### src/rtl/pulpito_mailbox_pkg.sv
// Shared definitions for the pulpito mailbox: register offsets (word index,
// i.e. address bits [3:2]), AXI response codes and the write/read FSM states.
package pulpito_mailbox_pkg;

    localparam logic [1:0] MBX_TXDATA = 2'd0;
    localparam logic [1:0] MBX_RXDATA = 2'd1;
    localparam logic [1:0] MBX_STATUS = 2'd2;
    localparam logic [1:0] MBX_IRQEN  = 2'd3;

    localparam logic [1:0] RESP_OKAY   = 2'b00;
    localparam logic [1:0] RESP_SLVERR = 2'b10;
    localparam logic [1:0] RESP_DECERR = 2'b11;

    typedef enum logic {
        W_IDLE = 1'b0,
        W_RESP = 1'b1
    } wr_state_t;

    typedef enum logic {
        R_IDLE = 1'b0,
        R_RESP = 1'b1
    } rd_state_t;

endpackage

### src/rtl/pulpito_mailbox_fifo.sv
// Synchronous single-clock FIFO used for both mailbox directions.
// Ports:
//   clk, rst        clock, asynchronous active-high reset (empties the FIFO)
//   push, data_in   write request and word; ignored while full
//   pop             read request; ignored while empty
//   data_out        head word, combinational from the storage array
//   full, empty     status derived from the registered count
//   count           number of stored words, 0..DEPTH
module pulpito_mailbox_fifo #(
    parameter int WIDTH = 32,
    parameter int DEPTH = 8
) (
    input  logic                     clk,
    input  logic                     rst,
    input  logic                     push,
    input  logic                     pop,
    input  logic [WIDTH-1:0]         data_in,
    output logic [WIDTH-1:0]         data_out,
    output logic                     full,
    output logic                     empty,
    output logic [$clog2(DEPTH):0]   count
);

    localparam int AW = $clog2(DEPTH);
    localparam int CW = AW + 1;

    logic [WIDTH-1:0] mem [DEPTH];
    logic [AW-1:0]    wr_ptr;
    logic [AW-1:0]    rd_ptr;
    logic             do_push;
    logic             do_pop;

    // Gating on pre-cycle full/empty: a pop cannot make room for a push in the
    // same cycle, and a push into an empty FIFO cannot be popped in that cycle.
    assign do_push  = push && !full;
    assign do_pop   = pop && !empty;
    assign full     = (count == CW'(DEPTH));
    assign empty    = (count == '0);
    assign data_out = mem[rd_ptr];

    // DEPTH is a power of two, so pointer overflow is the modulo wrap.
    always_ff @(posedge clk or posedge rst) begin
        if (rst) begin
            wr_ptr <= '0;
            rd_ptr <= '0;
            count  <= '0;
        end else begin
            if (do_push) wr_ptr <= wr_ptr + 1'b1;
            if (do_pop)  rd_ptr <= rd_ptr + 1'b1;
            case ({do_push, do_pop})
                2'b10:   count <= count + 1'b1;
                2'b01:   count <= count - 1'b1;
                default: count <= count;
            endcase
        end
    end

    always_ff @(posedge clk) begin
        if (do_push) mem[wr_ptr] <= data_in;
    end

endmodule

### src/rtl/pulpito_mailbox.sv
// AXI4-Lite slave mailbox between the RISC-V core (AXI side) and the host
// stream side. p2h: core writes TXDATA, host drains. h2p: host fills, core
// reads RXDATA. STATUS and IRQ_EN registers plus a registered level IRQ.
// Ports:
//   clk, rst                       clock, asynchronous active-high reset
//   aw*/w*/b*                      AXI-Lite write address/data/response
//   ar*/r*                         AXI-Lite read address/data
//   p2h_data_o/valid_o/ready_i     host drain side of the p2h FIFO
//   h2p_data_i/valid_i/ready_o     host fill side of the h2p FIFO
//   irq_o                          IRQ_EN[0] && h2p not empty, registered
//
// Write FSM
//   state  | meaning
//   W_IDLE | collecting AW and W (any order); action runs when both are held
//   W_RESP | bvalid high with the registered bresp, waiting for bready
// Read FSM
//   state  | meaning
//   R_IDLE | arready high; on AR the response is computed and registered
//   R_RESP | rvalid high, rdata/rresp held until rready
module pulpito_mailbox
    import pulpito_mailbox_pkg::*;
#(
    parameter int DATA_WIDTH = 32,
    parameter int ADDR_WIDTH = 12,
    parameter int FIFO_DEPTH = 8
) (
    input  logic                    clk,
    input  logic                    rst,
    input  logic [ADDR_WIDTH-1:0]   awaddr,
    input  logic                    awvalid,
    output logic                    awready,
    input  logic [DATA_WIDTH-1:0]   wdata,
    input  logic [DATA_WIDTH/8-1:0] wstrb,
    input  logic                    wvalid,
    output logic                    wready,
    output logic [1:0]              bresp,
    output logic                    bvalid,
    input  logic                    bready,
    input  logic [ADDR_WIDTH-1:0]   araddr,
    input  logic                    arvalid,
    output logic                    arready,
    output logic [DATA_WIDTH-1:0]   rdata,
    output logic [1:0]              rresp,
    output logic                    rvalid,
    input  logic                    rready,
    output logic [DATA_WIDTH-1:0]   p2h_data_o,
    output logic                    p2h_valid_o,
    input  logic                    p2h_ready_i,
    input  logic [DATA_WIDTH-1:0]   h2p_data_i,
    input  logic                    h2p_valid_i,
    output logic                    h2p_ready_o,
    output logic                    irq_o
);

    localparam int CW = $clog2(FIFO_DEPTH) + 1;

    wr_state_t wstate, wstate_nx;
    rd_state_t rstate, rstate_nx;

    // Held low through reset and the first edge after it, so every ready
    // output is 0 while rst is asserted.
    logic active;

    logic                  aw_held, w_held;
    logic [ADDR_WIDTH-1:0] aw_addr_q;
    logic [DATA_WIDTH-1:0] wdata_q;
    logic                  wstrb0_q;
    logic                  irq_en;

    logic                  aw_hs, w_hs, ar_hs;
    logic [ADDR_WIDTH-1:0] wr_addr;
    logic [DATA_WIDTH-1:0] wr_data;
    logic                  wr_strb0;
    logic                  w_fire;
    logic                  irq_en_wr;
    logic [1:0]            bresp_nx, rresp_nx;
    logic [DATA_WIDTH-1:0] rdata_nx;
    logic [31:0]           status;

    logic                  p2h_push, p2h_pop, p2h_full, p2h_empty;
    logic                  h2p_push, h2p_pop, h2p_full, h2p_empty;
    logic [DATA_WIDTH-1:0] h2p_head;
    logic [CW-1:0]         p2h_count, h2p_count;

    assign awready = active && (wstate == W_IDLE) && !aw_held;
    assign wready  = active && (wstate == W_IDLE) && !w_held;
    assign arready = active && (rstate == R_IDLE);
    assign bvalid  = (wstate == W_RESP);
    assign rvalid  = (rstate == R_RESP);

    assign aw_hs = awvalid && awready;
    assign w_hs  = wvalid && wready;
    assign ar_hs = arvalid && arready;

    // Latched copy wins; otherwise the beat being accepted this cycle.
    assign wr_addr  = aw_held ? aw_addr_q : awaddr;
    assign wr_data  = w_held  ? wdata_q   : wdata;
    assign wr_strb0 = w_held  ? wstrb0_q  : wstrb[0];

    assign p2h_valid_o = !p2h_empty;
    assign p2h_pop     = p2h_ready_i && p2h_valid_o;
    assign h2p_ready_o = active && !h2p_full;
    assign h2p_push    = h2p_valid_i && h2p_ready_o;

    always_comb begin
        status       = '0;
        status[0]    = p2h_full;
        status[1]    = p2h_empty;
        status[2]    = h2p_full;
        status[3]    = h2p_empty;
        status[15:8] = 8'(h2p_count);
    end

    always_ff @(posedge clk or posedge rst) begin
        if (rst) begin
            wstate <= W_IDLE;
            rstate <= R_IDLE;
        end else begin
            wstate <= wstate_nx;
            rstate <= rstate_nx;
        end
    end

    always_comb begin
        wstate_nx = wstate;
        w_fire    = 1'b0;
        p2h_push  = 1'b0;
        irq_en_wr = 1'b0;
        bresp_nx  = bresp;
        case (wstate)
            W_IDLE: begin
                if ((aw_held || aw_hs) && (w_held || w_hs)) begin
                    w_fire    = 1'b1;
                    wstate_nx = W_RESP;
                    if (|wr_addr[ADDR_WIDTH-1:4]) begin
                        bresp_nx = RESP_DECERR;
                    end else begin
                        bresp_nx = RESP_OKAY;
                        case (wr_addr[3:2])
                            MBX_TXDATA: begin
                                if (p2h_full) bresp_nx = RESP_SLVERR;
                                else          p2h_push = 1'b1;
                            end
                            MBX_IRQEN: irq_en_wr = wr_strb0;
                            default: ;
                        endcase
                    end
                end
            end
            W_RESP: begin
                if (bready) wstate_nx = W_IDLE;
            end
            default: wstate_nx = W_IDLE;
        endcase
    end

    always_comb begin
        rstate_nx = rstate;
        h2p_pop   = 1'b0;
        rdata_nx  = rdata;
        rresp_nx  = rresp;
        case (rstate)
            R_IDLE: begin
                if (ar_hs) begin
                    rstate_nx = R_RESP;
                    rdata_nx  = '0;
                    if (|araddr[ADDR_WIDTH-1:4]) begin
                        rresp_nx = RESP_DECERR;
                    end else begin
                        rresp_nx = RESP_OKAY;
                        case (araddr[3:2])
                            MBX_RXDATA: begin
                                if (h2p_empty) begin
                                    rresp_nx = RESP_SLVERR;
                                end else begin
                                    rdata_nx = h2p_head;
                                    h2p_pop  = 1'b1;
                                end
                            end
                            MBX_STATUS: rdata_nx = status;
                            MBX_IRQEN:  rdata_nx = {31'b0, irq_en};
                            default: ;
                        endcase
                    end
                end
            end
            R_RESP: begin
                if (rready) rstate_nx = R_IDLE;
            end
            default: rstate_nx = R_IDLE;
        endcase
    end

    always_ff @(posedge clk or posedge rst) begin
        if (rst) begin
            active    <= 1'b0;
            aw_held   <= 1'b0;
            w_held    <= 1'b0;
            aw_addr_q <= '0;
            wdata_q   <= '0;
            wstrb0_q  <= 1'b0;
            bresp     <= RESP_OKAY;
            rresp     <= RESP_OKAY;
            rdata     <= '0;
            irq_en    <= 1'b0;
            irq_o     <= 1'b0;
        end else begin
            active <= 1'b1;
            if (w_fire) begin
                aw_held <= 1'b0;
                w_held  <= 1'b0;
            end else begin
                if (aw_hs) begin
                    aw_held   <= 1'b1;
                    aw_addr_q <= awaddr;
                end
                if (w_hs) begin
                    w_held   <= 1'b1;
                    wdata_q  <= wdata;
                    wstrb0_q <= wstrb[0];
                end
            end
            bresp <= bresp_nx;
            rresp <= rresp_nx;
            rdata <= rdata_nx;
            if (irq_en_wr) irq_en <= wr_data[0];
            irq_o <= irq_en && !h2p_empty;
        end
    end

    pulpito_mailbox_fifo #(.WIDTH(DATA_WIDTH), .DEPTH(FIFO_DEPTH)) u_p2h (
        .clk      (clk),
        .rst      (rst),
        .push     (p2h_push),
        .pop      (p2h_pop),
        .data_in  (wr_data),
        .data_out (p2h_data_o),
        .full     (p2h_full),
        .empty    (p2h_empty),
        .count    (p2h_count)
    );

    pulpito_mailbox_fifo #(.WIDTH(DATA_WIDTH), .DEPTH(FIFO_DEPTH)) u_h2p (
        .clk      (clk),
        .rst      (rst),
        .push     (h2p_push),
        .pop      (h2p_pop),
        .data_in  (h2p_data_i),
        .data_out (h2p_head),
        .full     (h2p_full),
        .empty    (h2p_empty),
        .count    (h2p_count)
    );

    // Bits that are deliberately not decoded.
    logic unused_bits;
    assign unused_bits = ^{p2h_count, wr_addr[1:0], araddr[1:0], wstrb[DATA_WIDTH/8-1:1]};

endmodule
### config.mk
export PLATFORM = sky130hd
export DESIGN_NAME = pulpito_mailbox
export DESIGN_NICKNAME = d
export VERILOG_FILES = /design/src/rtl/pulpito_mailbox_pkg.sv /design/src/rtl/pulpito_mailbox_fifo.sv /design/src/rtl/pulpito_mailbox.sv
export SDC_FILE = /design/constraint.sdc
export NUM_CORES = 1
export LEC_CHECK = 0
export CORE_UTILIZATION = 45
export DETAILED_ROUTE_END_ITERATION = 8
export PLACE_DENSITY = 0.76
export SYNTH_ARGS = -nofsm -noshare
export SYNTH_HDL_FRONTEND = slang
export SYNTH_HIERARCHICAL = 1
export SYNTH_SLANG_ARGS = --single-unit
### constraint.sdc
create_clock -name clk -period 13.33 [get_ports clk]
set_clock_uncertainty 0.15 [all_clocks]
set_input_delay 3.999 -clock clk [delete_from_list [all_inputs] [get_ports clk]]
set_output_delay 3.999 -clock clk [all_outputs]
set_load 0.01 [all_outputs]
**After elaboration in Yosys (flattened, before gate mapping)**

Memory sizes are Yosys's and may differ from the RTL's.
Cells that the tools add are included.

- Register bits: 108
- Memories kept: 2
- Bits in writable memories: 512

- Add/subtract/negate cells: 8
- Multiplexer cells: 43
- Reduce and logical (&&, ||, !) cells: 37
- Equality and inequality tests: 10
- Bitwise gates (word level): 3

Memory list:

| memory | words | bits a word | read ports | clocked after memory_dff | wr ports | RTL line | RTL |
|---|---|---|---|---|---|---|---|
| u_h2p.mem | 8 | 32 | 1 | 0 | 1 | pulpito_mailbox_fifo.sv:27 | `logic [WIDTH-1:0] mem [DEPTH];` |
| u_p2h.mem | 8 | 32 | 1 | 0 | 1 | pulpito_mailbox_fifo.sv:27 |  |

Operators by type and width:

| kind | number |
|---|---|
| 2-to-1 mux 32 bit | 3 |
| case mux 32 bit (3 select lines) | 1 |
| 2-to-1 mux 1 bit | 28 |
| logical AND 1 bit | 16 |
| case mux 4 bit (2 select lines) | 2 |
| OR reduction 8 bit | 2 |
| adder 3 x 1 -> 3 bit, second input constant | 4 |
| 2-to-1 mux 12 bit | 1 |
| 2-to-1 mux 2 bit | 6 |
| == test 2 bit, second input constant | 5 |
| adder 4 x 1 -> 4 bit, second input constant | 2 |
| == test 4 bit, second input constant | 2 |
| zero test 4 bit | 2 |
| AND reduction 2 bit | 4 |
| nonzero test 2 bit | 4 |
| subtractor 4 x 1 -> 4 bit, second input constant | 2 |
| == test 2 x 1 -> 1 bit, second input constant | 3 |
| zero test 1 bit | 6 |
| case mux 1 bit (2 select lines) | 2 |
| NOT 1 bit | 3 |
| zero test 2 bit | 1 |
| logical OR 1 bit | 2 |

**Logic depth before layout (Yosys ltp)**

Gate-level depths: netlist of run 1.

- Depth in word-level cells: 11
- Gate-level depth with buffers: 12

**By module**

The synthesis of run 1 kept the hierarchy.

By module, submodules not included:

| module | area each (µm²) | sequential area each (µm²) | times used | cells an instance |
|---|---|---|---|---|
| pulpito_mailbox_fifo (u_h2p) | 10407.5 | 7937.6 | 1 | 438 |
| pulpito_mailbox_fifo (u_p2h) | 10403.7 | 7937.6 | 1 | 438 |
| pulpito_mailbox | 3819.9 | 2152.1 | 1 | 292 |

**Least setup slack after synthesis of run 1**

No wires, ideal clock.

- Path type: input -> register
- Start point: input wvalid
- End point: memory u_p2h.mem[1][0] (enable)
- Buffers on the path: 0
- Stages on the path: 6
- Setup slack: 5.312 ns
- Data arrival time: 7.407 ns
- Setup time: 0.461 ns
- Cell sequence: a21oi_1 -> or3_4 -> a21oi_1 -> nor3b_1 -> nand3_1 -> nor3_1

- Word-level cells in the longest chain between the ends: 8

RTL lines:

| item | RTL line | RTL |
|---|---|---|
| start, declared | pulpito_mailbox.sv:34 | `input logic wvalid,` |
| logical AND 1 bit | pulpito_mailbox.sv:92 | `assign w_hs = wvalid && wready;` |
| logical OR 1 bit | pulpito_mailbox.sv:132 | `if ((aw_held \|\| aw_hs) && (w_held \|\| w_hs)) begin` |
| logical AND 1 bit | pulpito_mailbox.sv:132 |  |
| 2-to-1 mux 1 bit | pulpito_mailbox.sv:132 |  |
| 2-to-1 mux 1 bit | pulpito_mailbox.sv:130 | `case (wstate)` |
| via p2h_push | pulpito_mailbox.sv:80 | `logic p2h_push, p2h_pop, p2h_full, p2h_empty;` |
| logical AND 1 bit | pulpito_mailbox_fifo.sv:35 | `assign do_push = push && !full;` |
| 2-to-1 mux 1 bit | pulpito_mailbox_fifo.sv:59 | `if (do_push) mem[wr_ptr] <= data_in;` |
| 2-to-1 mux 1 bit (implied by the code) | pulpito_mailbox_fifo.sv:59 |  |
| end, declared | pulpito_mailbox_fifo.sv:27 |  |

The timed path passes the listed nets, and every way through them passes these cells.

**Worst setup path in the final report of run 1**

- Start point: register u_p2h.rd_ptr[0]
- End point: output p2h_data_o[15]

- Word-level cells in the longest chain between the ends: 1

RTL lines:

| item | RTL line | RTL |
|---|---|---|
| start, declared | pulpito_mailbox_fifo.sv:29 | `logic [AW-1:0] rd_ptr;` |
| start signal, assigned | pulpito_mailbox_fifo.sv:49 | `if (do_pop) rd_ptr <= rd_ptr + 1'b1;` |
| memory (8 x 32 bit) | -- |  |
| end, declared | pulpito_mailbox.sv:46 | `output logic [DATA_WIDTH-1:0] p2h_data_o,` |

Every way passes these cells.

==> metrics.yaml, run 1 <==
slowest_delay_ns: 0.81
synth-compound-area-share_pct: 2.14
fp.dieH_um: 236
grt_setup_unrepaired: "no"
instances_no_fill: 2117
synth-seq-cells: 618
worstSetupEndpointType: "primary output"
worst_hold_path.num_cells: 2
hp-class: "flip-flop to flip-flop"
crit_path_start_kind: "flip-flop"
max_freq_ghz: 0.130
finalNetCount: 1484
drtIter0Drc: 896
ys_top_cells_by_area: "edfxtp_1, dfrtp_1, mux4_2"
synth_most_common_cell: "edfxtp_1"
syn_inst: 1168
layout-drive-gt1-share_pct: 25.5
status: "finished clean"
switching_share_pct: 24.8
cts.clk_slew.worst_paths_ns: 0.06
power.internal_mw: 3.96
synth_area_sq_um: 24600
finalSetupViolCount: 0
dp_hpwl_um: 26400
grt_usage_pct: 17.7
seq_area_sq_um: 18000
placed_cells_incl_taps: 2006
fin_setup_tns_ns: 0
synth_edf_count: 512
cp_cell_sequence: "buf_4 -> mux4_1 -> mux2_2 -> clkdlybuf4s50_1"
drv_cap: 0
cp.arrival_ns: 3.53
syn_avg_cell_area_sq_um: 21.1
setup_ws_ns: 5.65
ys_seq_area_share_pct: 73.2
clk_path_buf_depth: 3
place_area_sq_um: 27100
ys_warn_count: 6
grt_max_degree: 67
postCtsSetupBuffers: 0
yosysTopAreaCellShare_pct: 62.4
finalCritPeriodShare_pct: 57.6
slew_headroom_pct: 26.0
leakage_nw: 9.81
clock_latency_ns: 0.61
muxShareOfSynthArea_pct: 19.3
criticalPathCategory: "flip-flop to primary output"
postRouteAntennaNets: 0
hold_viol: 0
grt_pass1_vias: 12800
num_antenna_cells: 0
synth-simple-area-share_pct: 2.42
rows: 85
cp.required_ns: 9.18
slew_violations: 0
multi_input_area_sq_um: 6250
peakVddDrop_mv: 0.126
drc: 0
synth_fa_ha_area_share_pct: 0.671
numClockSinks: 618
syn_to_final_growth_pct: 18.6
comb_power_share_pct: 19.6
via_per_inst: 5.59
ys_types: 51
start_util_pct: 45.7
htree_levels: 2
synth_top_family_by_area: "multiplexers"
synth-async-reset-ratio_pct: 17.2
grt_pass1_wl_um: 74800
fin_area_sq_um: 29200
cts_tree: "done"
ys_top_cells_by_count: "edfxtp_1, mux2_2, dfrtp_1"
cts.repair.resized: 0
grt_overflow: 0
syn-num-nets: 1281
worst_path_max_delay_cell: "dfrtp_4"
die_w_um: 236
powerDensity_nw_per_um2: 180
clockRootBuffer: "clkbuf_16"
wire_per_inst_um: 23.1
routed_wl_um: 48800
vias: 11800
gp_congestion: 0.730
post-route-min-period_ns: 7.68
portBuffers: 169
pwr-share-seq_pct: 46.7
drt-pass1-iter-count: 7
cp_max_fo: 35
dieArea_sq_um: 55700
p_sw_mw: 1.30
worstRegToRegCells: 11
pwr-share-clk_pct: 33.6
cts_buffers: 59
worst_hold_slack_ns: 0.335
ys.flop_type: "edfxtp_1"
place_worst_setup_slack_ns: 5.58
synth-xor-area-share_pct: 0.427
cts-hold-fix-buffers: 0
synth_largest_area_cell: "edfxtp_1"
coreArea_sq_um: 53900
ios: 177
tightest_slew_ns: 1.11
fill_cells: 4052
grt_antenna_before_repair: 3
area by class of cell:
cell class	count	share of cell area, %
clock inverter	29	1.46
inverter	19	0.253
sequential	618	61.8
clock buffer	82	5.67
tap	696	2.98
multi-input combinational	478	21.4
timing repair buffer	195	6.46
cell families after synthesis:
group           Yosys count
flops                   618
mux                     275
simple gates            109
buf+inv                  72
compound gates           69
fa+ha+maj                12
xor+xnor                 12
other cells               1
final timing paths:
kind                                 startpoint              end  slack (ns)
min in group asynchronous                   rst  u_p2h/wr_ptr[1]        3.72
worst min-delay path                   rdata[0]         rdata[0]        0.34
max in group asynchronous                   rst           w_held        7.87
worst max-delay path            u_p2h/rd_ptr[0]   p2h_data_o[15]        5.65
worst max register to register           w_held   u_p2h/count[3]        9.22
worst min register to register         rdata[0]         rdata[0]        0.34
worst max-delay path: cells and delay by family, from the launching register on:
family	cells	cell delay [ns]
buf+inv	2	1.15
flops	1	0.81
mux	2	0.96
placed cells by master (no fill, tap or decap), drive strengths merged, types with 4 or more instances in the layout:
cell and count:
a22oi 7, nor2b 5, inv 19, clkbuf 82, mux4 128, clkdlybuf4s50 169, a22o 27, nand2b 5
nor4 6, nor2 26, o21ai 14, nand2 24, buf 26, nor3 7, dfrtp 106, xnor2 10
bufinv 11, mux2 144, edfxtp 512, nand3 11, nor3b 10, a21oi 10, or4b 4, ha 10
clkinv 15
registers in the layout, summed over array words and instances, names as in the netlist, 4 cells and up:
name and cells:
u_h2p/count 4, u_p2h/mem 256, u_p2h/count 4, u_h2p/mem 256, rdata 32, wdata_q 32, aw_addr_q 10
per-stage QoR:
step                power (mW)  utilization, %
floorplan                 3.16               -
global placement          3.50            50.3
detailed placement        3.54            50.3
CTS                       5.31            54.2
global route              5.47            54.2
finish                    5.26            54.2
per-layer routing:
metal  GRT usage [%]  share of wire [%]  vias to the layer above
met5               0              0.094                        -
met4            4.46                1.7                        6
met3            3.65                6.0                       64
met2            31.4                 52                      358
met1            22.2                 40                     6190
li1                -                  -                     5220
power groups by stage:
stage	Sequential [mW]	Combinational, mW	Clock (mW)
2_1_floorplan	2.42	0.747	0
3_3_place_gp	2.49	1.01	0
3_5_place_dp	2.50	1.04	0
4_1_cts	2.46	1.05	1.80
5_1_grt	2.48	1.11	1.87
6_report	2.46	1.03	1.77
No activity file was read; power rests on OpenSTA's default activity.
==> inputs of run 2 (changes only) <==
--- a/config.mk
+++ b/config.mk
@@ -7,7 +7,7 @@
 export LEC_CHECK = 0
 export CORE_UTILIZATION = 45
 export DETAILED_ROUTE_END_ITERATION = 8
-export PLACE_DENSITY = 0.76
+export PLACE_DENSITY = 0.78
 export SYNTH_ARGS = -nofsm -noshare
 export SYNTH_HDL_FRONTEND = slang
 export SYNTH_HIERARCHICAL = 1
==> constraint.sdc (replaced) <==
create_clock -name clk -period 6.3 [get_ports clk]
set_clock_uncertainty 0.15 [all_clocks]
set_input_delay 1.89 -clock clk [delete_from_list [all_inputs] [get_ports clk]]
set_output_delay 1.89 -clock clk [all_outputs]
set_load 0.01 [all_outputs]
==> run 2 against run 1 <==
  * Non-clock buffer count grew 1
  * Clock-buffer cell count shrank 1
  * Worst hold slack lost 0.0069 ns
  * Highest routed layer unchanged
==> metrics.yaml, run 2 (synthesis gave the netlist of run 1 again) <==
postRouteAntennaNets: 0
finalCritPeriodShare_pct: 84.8
grt_setup_unrepaired: "no"
cts_buffers: 59
worst_path_max_delay_cell: "dfrtp_4"
portBuffers: 169
rows: 85
layout-drive-gt1-share_pct: 25.7
grt_max_degree: 67
grt_overflow: 0
finalNetCount: 1485
grtUsageMet2_pct: 31.9
slowest_delay_ns: 0.90
start_util_pct: 45.7
clock_latency_ns: 0.61
grt_use_met1_pct: 21.9
cts_tree: "done"
criticalPathCategory: "flip-flop to primary output"
clockRootBuffer: "clkbuf_16"
setup_ws_ns: 0.958
max_freq_ghz: 0.187
status: "finished clean"
drt-pass1-iter-count: 5
grt_pass1_vias: 12700
post-route-min-period_ns: 5.34
powerDensity_nw_per_um2: 378
cts.clk_slew.worst_paths_ns: 0.06
final_cell_mix: "edfxtp_1, clkdlybuf4s50_1, mux2_2"
gp_congestion: 0.778
clk_path_buf_depth: 3
peakVddDrop_mv: 0.253
hold_viol: 0
busiest_layer: "met2"
vias: 12000
finalSetupViolCount: 0
fin_setup_tns_ns: 0
ios: 177
drc: 0
tightest_slew_ns: 1.16
crit_path_start_kind: "flip-flop"
worstSetupEndpointType: "primary output"
wire_per_inst_um: 23.5
cp_max_fo: 40
layout_commonest_cell: "edfxtp_1"
cp.required_ns: 4.26
dieArea_sq_um: 55700
cp_num_buf_inv: 2
cp_cell_sequence: "buf_4 -> mux4_2 -> mux2_2 -> clkdlybuf4s50_1"
die_w_um: 236
cts-hold-fix-buffers: 0
hp-class: "flip-flop to flip-flop"
num_antenna_cells: 0
slew_violations: 0
dp_hpwl_um: 27700
drtIter0Drc: 848
top_regs: "u_h2p/mem: 256 flops, u_p2h/mem: 256 flops"
drv_cap: 0
coreArea_sq_um: 53900
cts.repair.resized: 0
grt_antenna_before_repair: 4
slew_headroom_pct: 22.6
routed_wl_um: 49800
grt_pass1_wl_um: 75700
leakage_nw: 9.77
grtUsageMet3_pct: 4.21
numClockSinks: 618
fp.dieH_um: 236
syn_to_final_growth_pct: 18.3
path_delay_family: "buffers and inverters"
postCtsSetupBuffers: 0
place_worst_setup_slack_ns: 0.724
cp.arrival_ns: 3.30
via_per_inst: 5.66
grt_usage_pct: 18.0
htree_levels: 2
run 2: changes by cell type in the layout (fill, tap and decap cells not counted), sizes merged:
cell	change
clkinvlp	+1
clkinv	+3
buf	+1
clkbuf	-1
inv	+2
bufinv	-5
run 2: cell type report:
cell class / count / area, sq um
inverter: 19 / 73.8
multi-input combinational: 478 / 6250
fill: 3990 / 24800
clock inverter: 30 / 323
timing repair buffer: 196 / 1890
clock buffer: 81 / 1670
tap: 696 / 871
sequential: 618 / 18000
run 2: worst min-delay path: stages (launching register included):
cell and delay, ns:
dfrtp_1 0.34, nand2_1 0.04, o21ai_0 0.06
run 2: routing by layer:
layer  vias up  routed length [um]  part of all wire (%)
met1      6330               19600                    39
met3        84                3060                   6.1
met2       347               26100                    52
li1       5223                   -                     -
met4         8                 986                   2.0
met5         -                  62                  0.12
run 2: per-stage QoR:
step	cell area [sq um]	utilization, %	total power [mW]	cells	hold slack [ns]
floorplan	24600	-	6.69	1168	0.323
CTS	29100	54.0	11.1	2118	0.335
finish	29100	54.0	11.0	2118	0.328
global route	29100	54.0	11.5	2118	0.350
global placement	27100	50.3	7.42	2007	0.318
detailed placement	27100	50.3	7.51	2007	0.321
run 2: worst paths after layout:
path / from / end / slack [ns] / cells past startpoint
max: u_p2h/rd_ptr[0] / p2h_data_o[25] / 0.96 / 4
min: rdata[0] / rdata[0] / 0.33 / 2
max reg2reg: u_h2p/count[0] / u_h2p/count[3] / 2.59 / 10
min reg2reg: rdata[0] / rdata[0] / 0.33 / 2
max in group asynchronous: rst / wdata_q[0] / 3.27 / 3
min in group asynchronous: rst / u_h2p/count[2] / 1.54 / 2
run 2: power breakdown:
part	switching, mW	internal [mW]	leakage (nW)
clock network	1.49	2.10	0.969
registers	0.369	4.90	5.95
logic	0.944	1.20	2.86
total	2.80	8.21	9.77
==> inputs of run 3 (changes only) <==
--- a/config.mk
+++ b/config.mk
@@ -7,7 +7,7 @@
 export LEC_CHECK = 0
 export CORE_UTILIZATION = 45
 export DETAILED_ROUTE_END_ITERATION = 8
-export PLACE_DENSITY = 0.78
+export PLACE_DENSITY = 0.76
 export SYNTH_ARGS = -nofsm -noshare
 export SYNTH_HDL_FRONTEND = slang
 export SYNTH_HIERARCHICAL = 1
==> constraint.sdc (replaced) <==
create_clock -name clk -period 5.5 [get_ports clk]
set_clock_uncertainty 0.15 [all_clocks]
set_input_delay 1.65 -clock clk [delete_from_list [all_inputs] [get_ports clk]]
set_output_delay 1.65 -clock clk [all_outputs]
set_load 0.01 [all_outputs]
==> run 3 against run 2 <==
  * Via count grew 0.40%
  * Power grew 16%
  * Sequential cell count stayed put
  * Cell area grew 1.1%
  * Sequential power increased by 14%
  * Clock-buffer cell count fell by 3
  * Largest power group unchanged
  * Global-route usage about the same
  * Utilization up 0.62 points
  * Critical endpoint is now p2h_data_o[15]
  * Critical path depth did not move
==> metrics.yaml, run 3 (synthesis gave the netlist of run 1 again) <==
final_cell_mix: "edfxtp_1, clkdlybuf4s50_1, mux2_2"
slew_violations: 0
cts.repair.resized: 0
worst_hold_slack_ns: 0.334
slowest_delay_ns: 0.76
clk_path_buf_depth: 3
syn_to_final_growth_pct: 19.6
fin_setup_tns_ns: 0
powerDensity_nw_per_um2: 435
portBuffers: 169
cp.arrival_ns: 3.17
grt_pass1_wl_um: 75700
place_worst_setup_slack_ns: 0.395
finalCritPeriodShare_pct: 90.4
grt_overflow: 0
grt_pass1_vias: 12800
peakVddDrop_mv: 0.308
grt_antenna_before_repair: 2
grt_usage_pct: 18.0
start_util_pct: 45.7
clock_latency_ns: 0.61
crit_path_start_kind: "flip-flop"
cp_max_fo: 25
busiest_layer: "met2"
drc: 0
cp_num_buf_inv: 2
cts-hold-fix-buffers: 0
clockRootBuffer: "clkbuf_16"
grtUsageMet2_pct: 31.8
drv_cap: 0
max_freq_ghz: 0.201
fp.dieH_um: 236
via_per_inst: 5.64
cts_tree: "done"
fin_area_sq_um: 29500
place_area_sq_um: 27400
layout_commonest_cell: "edfxtp_1"
fill_cells: 3984
hp-class: "flip-flop to flip-flop"
path_delay_family: "multiplexers"
finalNetCount: 1501
total_power_mw: 12.8
postRouteAntennaNets: 0
status: "finished clean"
worst_path_max_delay_cell: "dfrtp_4"
post-route-min-period_ns: 4.97
postCtsSetupBuffers: 0
rows: 85
hold_viol: 0
setup_ws_ns: 0.528
gp_congestion: 0.739
finalSetupViolCount: 0
wire_per_inst_um: 23.3
layout-drive-gt1-share_pct: 26.4
drt-pass1-iter-count: 6
cts_buffers: 60
cp.required_ns: 3.70
coreArea_sq_um: 53900
grt_max_degree: 73
grt_use_met1_pct: 22.6
grtUsageMet3_pct: 3.45
routed_wl_um: 49600
grt_setup_unrepaired: "no"
numClockSinks: 618
cts.clk_slew.worst_paths_ns: 0.06
top_regs: "u_h2p/mem: 256 flops, u_p2h/mem: 256 flops"
tightest_slew_ns: 1.09
vias: 12000
worstSetupEndpointType: "primary output"
ios: 177
criticalPathCategory: "flip-flop to primary output"
dp_hpwl_um: 28500
leakage_nw: 9.91
dieArea_sq_um: 55700
drtIter0Drc: 820
die_w_um: 236
slew_headroom_pct: 27.2
cp_cell_sequence: "buf_4 -> mux4_1 -> mux2_2 -> clkdlybuf4s50_1"
htree_levels: 2
run 3: layout make-up:
cell class / instances / area (sq um) / area share [%]
diodes: 1 / 2.50 / 0.00849
well taps: 696 / 871 / 2.96
repair buffers: 211 / 2130 / 7.24
clock inverters: 34 / 430 / 1.46
clock buffers: 78 / 1640 / 5.57
multi-input cells: 478 / 6270 / 21.3
inverters: 19 / 73.8 / 0.251
flip-flops and latches: 618 / 18000 / 61.2
run 3: tightest hold or removal path, cell delays in order, from the launching register on:
cell	delay (ns)
dfrtp_1	0.34
nand2_1	0.05
o21ai_0	0.06
run 3: layer usage:
layer  wire (um)  up-vias
met3        2830       78
met2       25800      352
met1       20000     6346
met4        1070        2
met5          13        -
li1            -     5262
run 3: path summary, 6_finish.rpt:
kind / to / slack [ns] / from / cells after the start
max: p2h_data_o[15] / 0.53 / u_p2h/rd_ptr[0] / 4
min: rdata[1] / 0.33 / rdata[1] / 2
max reg2reg: u_h2p/count[3] / 1.62 / u_h2p/count[0] / 10
min reg2reg: rdata[1] / 0.33 / rdata[1] / 2
max in group asynchronous: rdata[27] / 2.70 / rst / 3
min in group asynchronous: u_h2p/count[2] / 1.33 / rst / 2
run 3: per-stage QoR:
stage                     util (%)  instances
after global placement        50.8       2022
final                         54.6       2135
after CTS                     54.6       2134
after global routing          54.6       2135
after detailed placement      50.8       2022
after floorplan                  -       1168
run 3: power by group:
part	switching (mW)	total, mW	internal [mW]
Sequential	0.366	5.99	5.62
Clock	1.70	4.27	2.57
Combinational	1.15	2.56	1.40
==> edit: new RTL, config.mk and constraints of run 3 <==
Change the parameter `FIFO_DEPTH` from 8 to 16.
--- a/src/rtl/pulpito_mailbox.sv
+++ b/src/rtl/pulpito_mailbox.sv
@@ -22,7 +22,7 @@
 #(
     parameter int DATA_WIDTH = 32,
     parameter int ADDR_WIDTH = 12,
-    parameter int FIFO_DEPTH = 8
+    parameter int FIFO_DEPTH = 16
 ) (
     input  logic                    clk,
     input  logic                    rst,
Behaviour: same outputs for any inputs over 4 cycles, from zero or initial values and one cycle with rst high; that may be too few to reach the edited logic, so the function may still have changed.
==> edit against run 3 <==
Routed wire length up 100%; sequential cell count up 518; largest cell class unchanged; register-to-register slack worse by 0.06 ns; total power up 76%; final area up 76%; count of clock-buffer cells in the layout up 67; setup slack worse by 0.20 ns; synthesized cell count up 99%; synthesized area up 81%; core utilization down 1.9 points.
==> edit: results (changes against run 3) <==
Parameter                              Value

Placement
  Placer Congestion ... 0.776 (+5.0%)
  Post-Place Setup Slack ... 0.166 ns (-0.229 ns)
  Post-detailed-placement half-perimeter wirelength ... 56,100 microns (+97%)
  Placed Instances ... 3,726 (+84%)

Layout
  Largest registers ... u_h2p/mem: 512 flops, u_p2h/mem: 512 flops
  Fill cell instance count of the final layout ... 7,383 (+85%)
  Fraction of layout cells with a size suffix above 1 ... 0.183 (-0.0810)
  Layout Cells excl Fill ... 3,936 (+84%)
  Final nets ... 2,673 (+78%)

GRT
  Initial antenna violation count ... 12 (+10)
  Pin count of the biggest net entering global routing ... 59 (-19%)
  Total global routing track utilization ... 0.202 (+0.0215)
  First-pass GRT wire length ... 149,000 microns (+97%)
  Vias in the first global route ... 23,900 (+86%)

Yosys
  Ranking of synthesized cells by area ... sky130_fd_sc_hd__edfxtp_1 69%, sky130_fd_sc_hd__dfrtp_1 6.3%, sky130_fd_sc_hd__mux4_2 6.3%, sky130_fd_sc_hd__mux2i_1 5.8%, sky130_fd_sc_hd__a221oi_1 2.5%
  Async set or reset register ratio after synthesis ... 0.0986 (-0.0729)
  Number of enable-type register cells in the synthesized netlist ... 1,024 (+100%)
  Xor/xnor share of the synthesized area ... 0.00393 (-0.000341)
  Multiplexer share of the synthesized area ... 0.143 (-0.0499)
  Most used standard cells in the synthesized netlist ... 1,024 x sky130_fd_sc_hd__edfxtp_1, 259 x sky130_fd_sc_hd__mux2i_1, 128 x sky130_fd_sc_hd__a221oi_1
  Distinct cells, synth ... 47 (-7.8%)
  Cells after Synth ... 2,320 (+99%)
  Sequential share of the synthesized area ... 0.752 (+0.0200)
  Synthesized-area fraction occupied by adder cells ... 0.00594 (-0.000761)
  Post-synthesis compound-gate area fraction ... 0.0540 (+0.0326)
  Post-synthesis cell type with the largest combined area ... sky130_fd_sc_hd__edfxtp_1
  Post-synth net total ... 2,441 (+91%)

Power and ir drop
  Largest voltage drop on the vdd net ... 276 uV (-11%)
  Static leakage ... 16.9 nW (+71%)

Critical path
  Highest net fanout along the worst path ... 58 (+130%)
  Worst EP arrival ... 3.38 ns (+0.21 ns)

Timing
  Actual slew at the worst max-slew pin ... 1.08 ns (-0.0144 ns)

Clocking
  Post-CTS Resized ... 0 (unchanged)
  TritonCTS buffer count ... 111 (+85%)
  Insertion delay of the later-clocked pin in the worst-skew pair ... 0.68 ns (+0.07 ns)
  H-tree Lvls ... 3 (+1)

Detailed routing
  Detailed-routing iteration count for the pre-antenna-repair pass ... 7 (+1)
  Ratio of routed vias to standard cells ... 5.84 (+3.6%)
  Wirelength, routed ... 101,000 microns (+100%)
  Iter 0 DRT Violations ... 2,084 (+150%)

Outcome
  Status ... completed
edit: changes by cell type in the layout (fill, tap and decap cells not counted), sizes merged, moves of 12 or more:
cell | run 3 | this run
mux2i | 3 | 259
buf | 42 | 81
mux2 | 144 | 78
o21ai | 14 | 85
a22oi | 7 | 72
clkinv | 17 | 38
nand2 | 24 | 95
nor2 | 26 | 38
clkbuf | 78 | 145
a221oi | 0 | 128
edfxtp | 512 | 1024
edit: kinds of logic after synthesis:
logic type,count (synthesis)
DFF,1136
muxes,465
AOI/OAI and AO/OA,326
and+or+nand+nor,196
buffers and inverters,156
adders and majority gates,20
xor gates and xnor gates,20
other,1
edit: critical path, stage by stage, from the launching register on:
cell and delay [ns]:
sky130_fd_sc_hd__dfrtp_4 0.78, sky130_fd_sc_hd__buf_12 0.41, sky130_fd_sc_hd__mux4_1 0.60, sky130_fd_sc_hd__a22oi_1 0.19, sky130_fd_sc_hd__nand2_1 0.15, sky130_fd_sc_hd__clkdlybuf4s50_1 0.52
edit: cell type report:
cell class	instances	share of cell area
Sequential cell	1136	0.648
Multi-Input combinational cell	1028	0.201
Clock buffer	145	0.0577
Timing Repair Buffer	250	0.0499
Tap cell	1287	0.0311
Clock inverter	61	0.0107
Inverter	25	0.00186
Antenna cell	4	0.000193
edit: final timing paths:
kind | start | to | slack [ns] | cells after the start
hold reg to reg | rdata[0] | rdata[0] | 0.35 | 2
min in group asynchronous | rst | u_h2p/rd_ptr[2] | 1.51 | 2
hold / removal | rdata[0] | rdata[0] | 0.35 | 2
setup reg to reg | aw_held | u_p2h/count[4] | 1.56 | 14
setup / recovery | u_p2h/rd_ptr[0] | p2h_data_o[5] | 0.32 | 5
max in group asynchronous | rst | rdata[10] | 2.60 | 3
edit: metal layers:
metal / vias up / wire length (microns) / GRT usage
met1: 11800 / 38800 / 0.253
met3: 216 / 8080 / 0.0434
met4: 18 / 3250 / 0.0762
li1: 9956 / - / -
met5: - / 109 / 0
met2: 965 / 50400 / 0.344
edit: power breakdown:
part	switching (mW)	internal, mW
clock network	3.13	4.24
logic	2.65	2.06
registers	0.301	10.2
total	6.08	16.5
edit: through the flow:
stage	power, mW	hold slack [ns]	cell area [sq um]
after floorplan	13.7	0.309	44600
after global routing	23.4	0.366	51800
after detailed placement	15.4	0.331	48300
final	22.6	0.348	51800
after global placement	15.1	0.322	48300
after CTS	22.7	0.345	51800
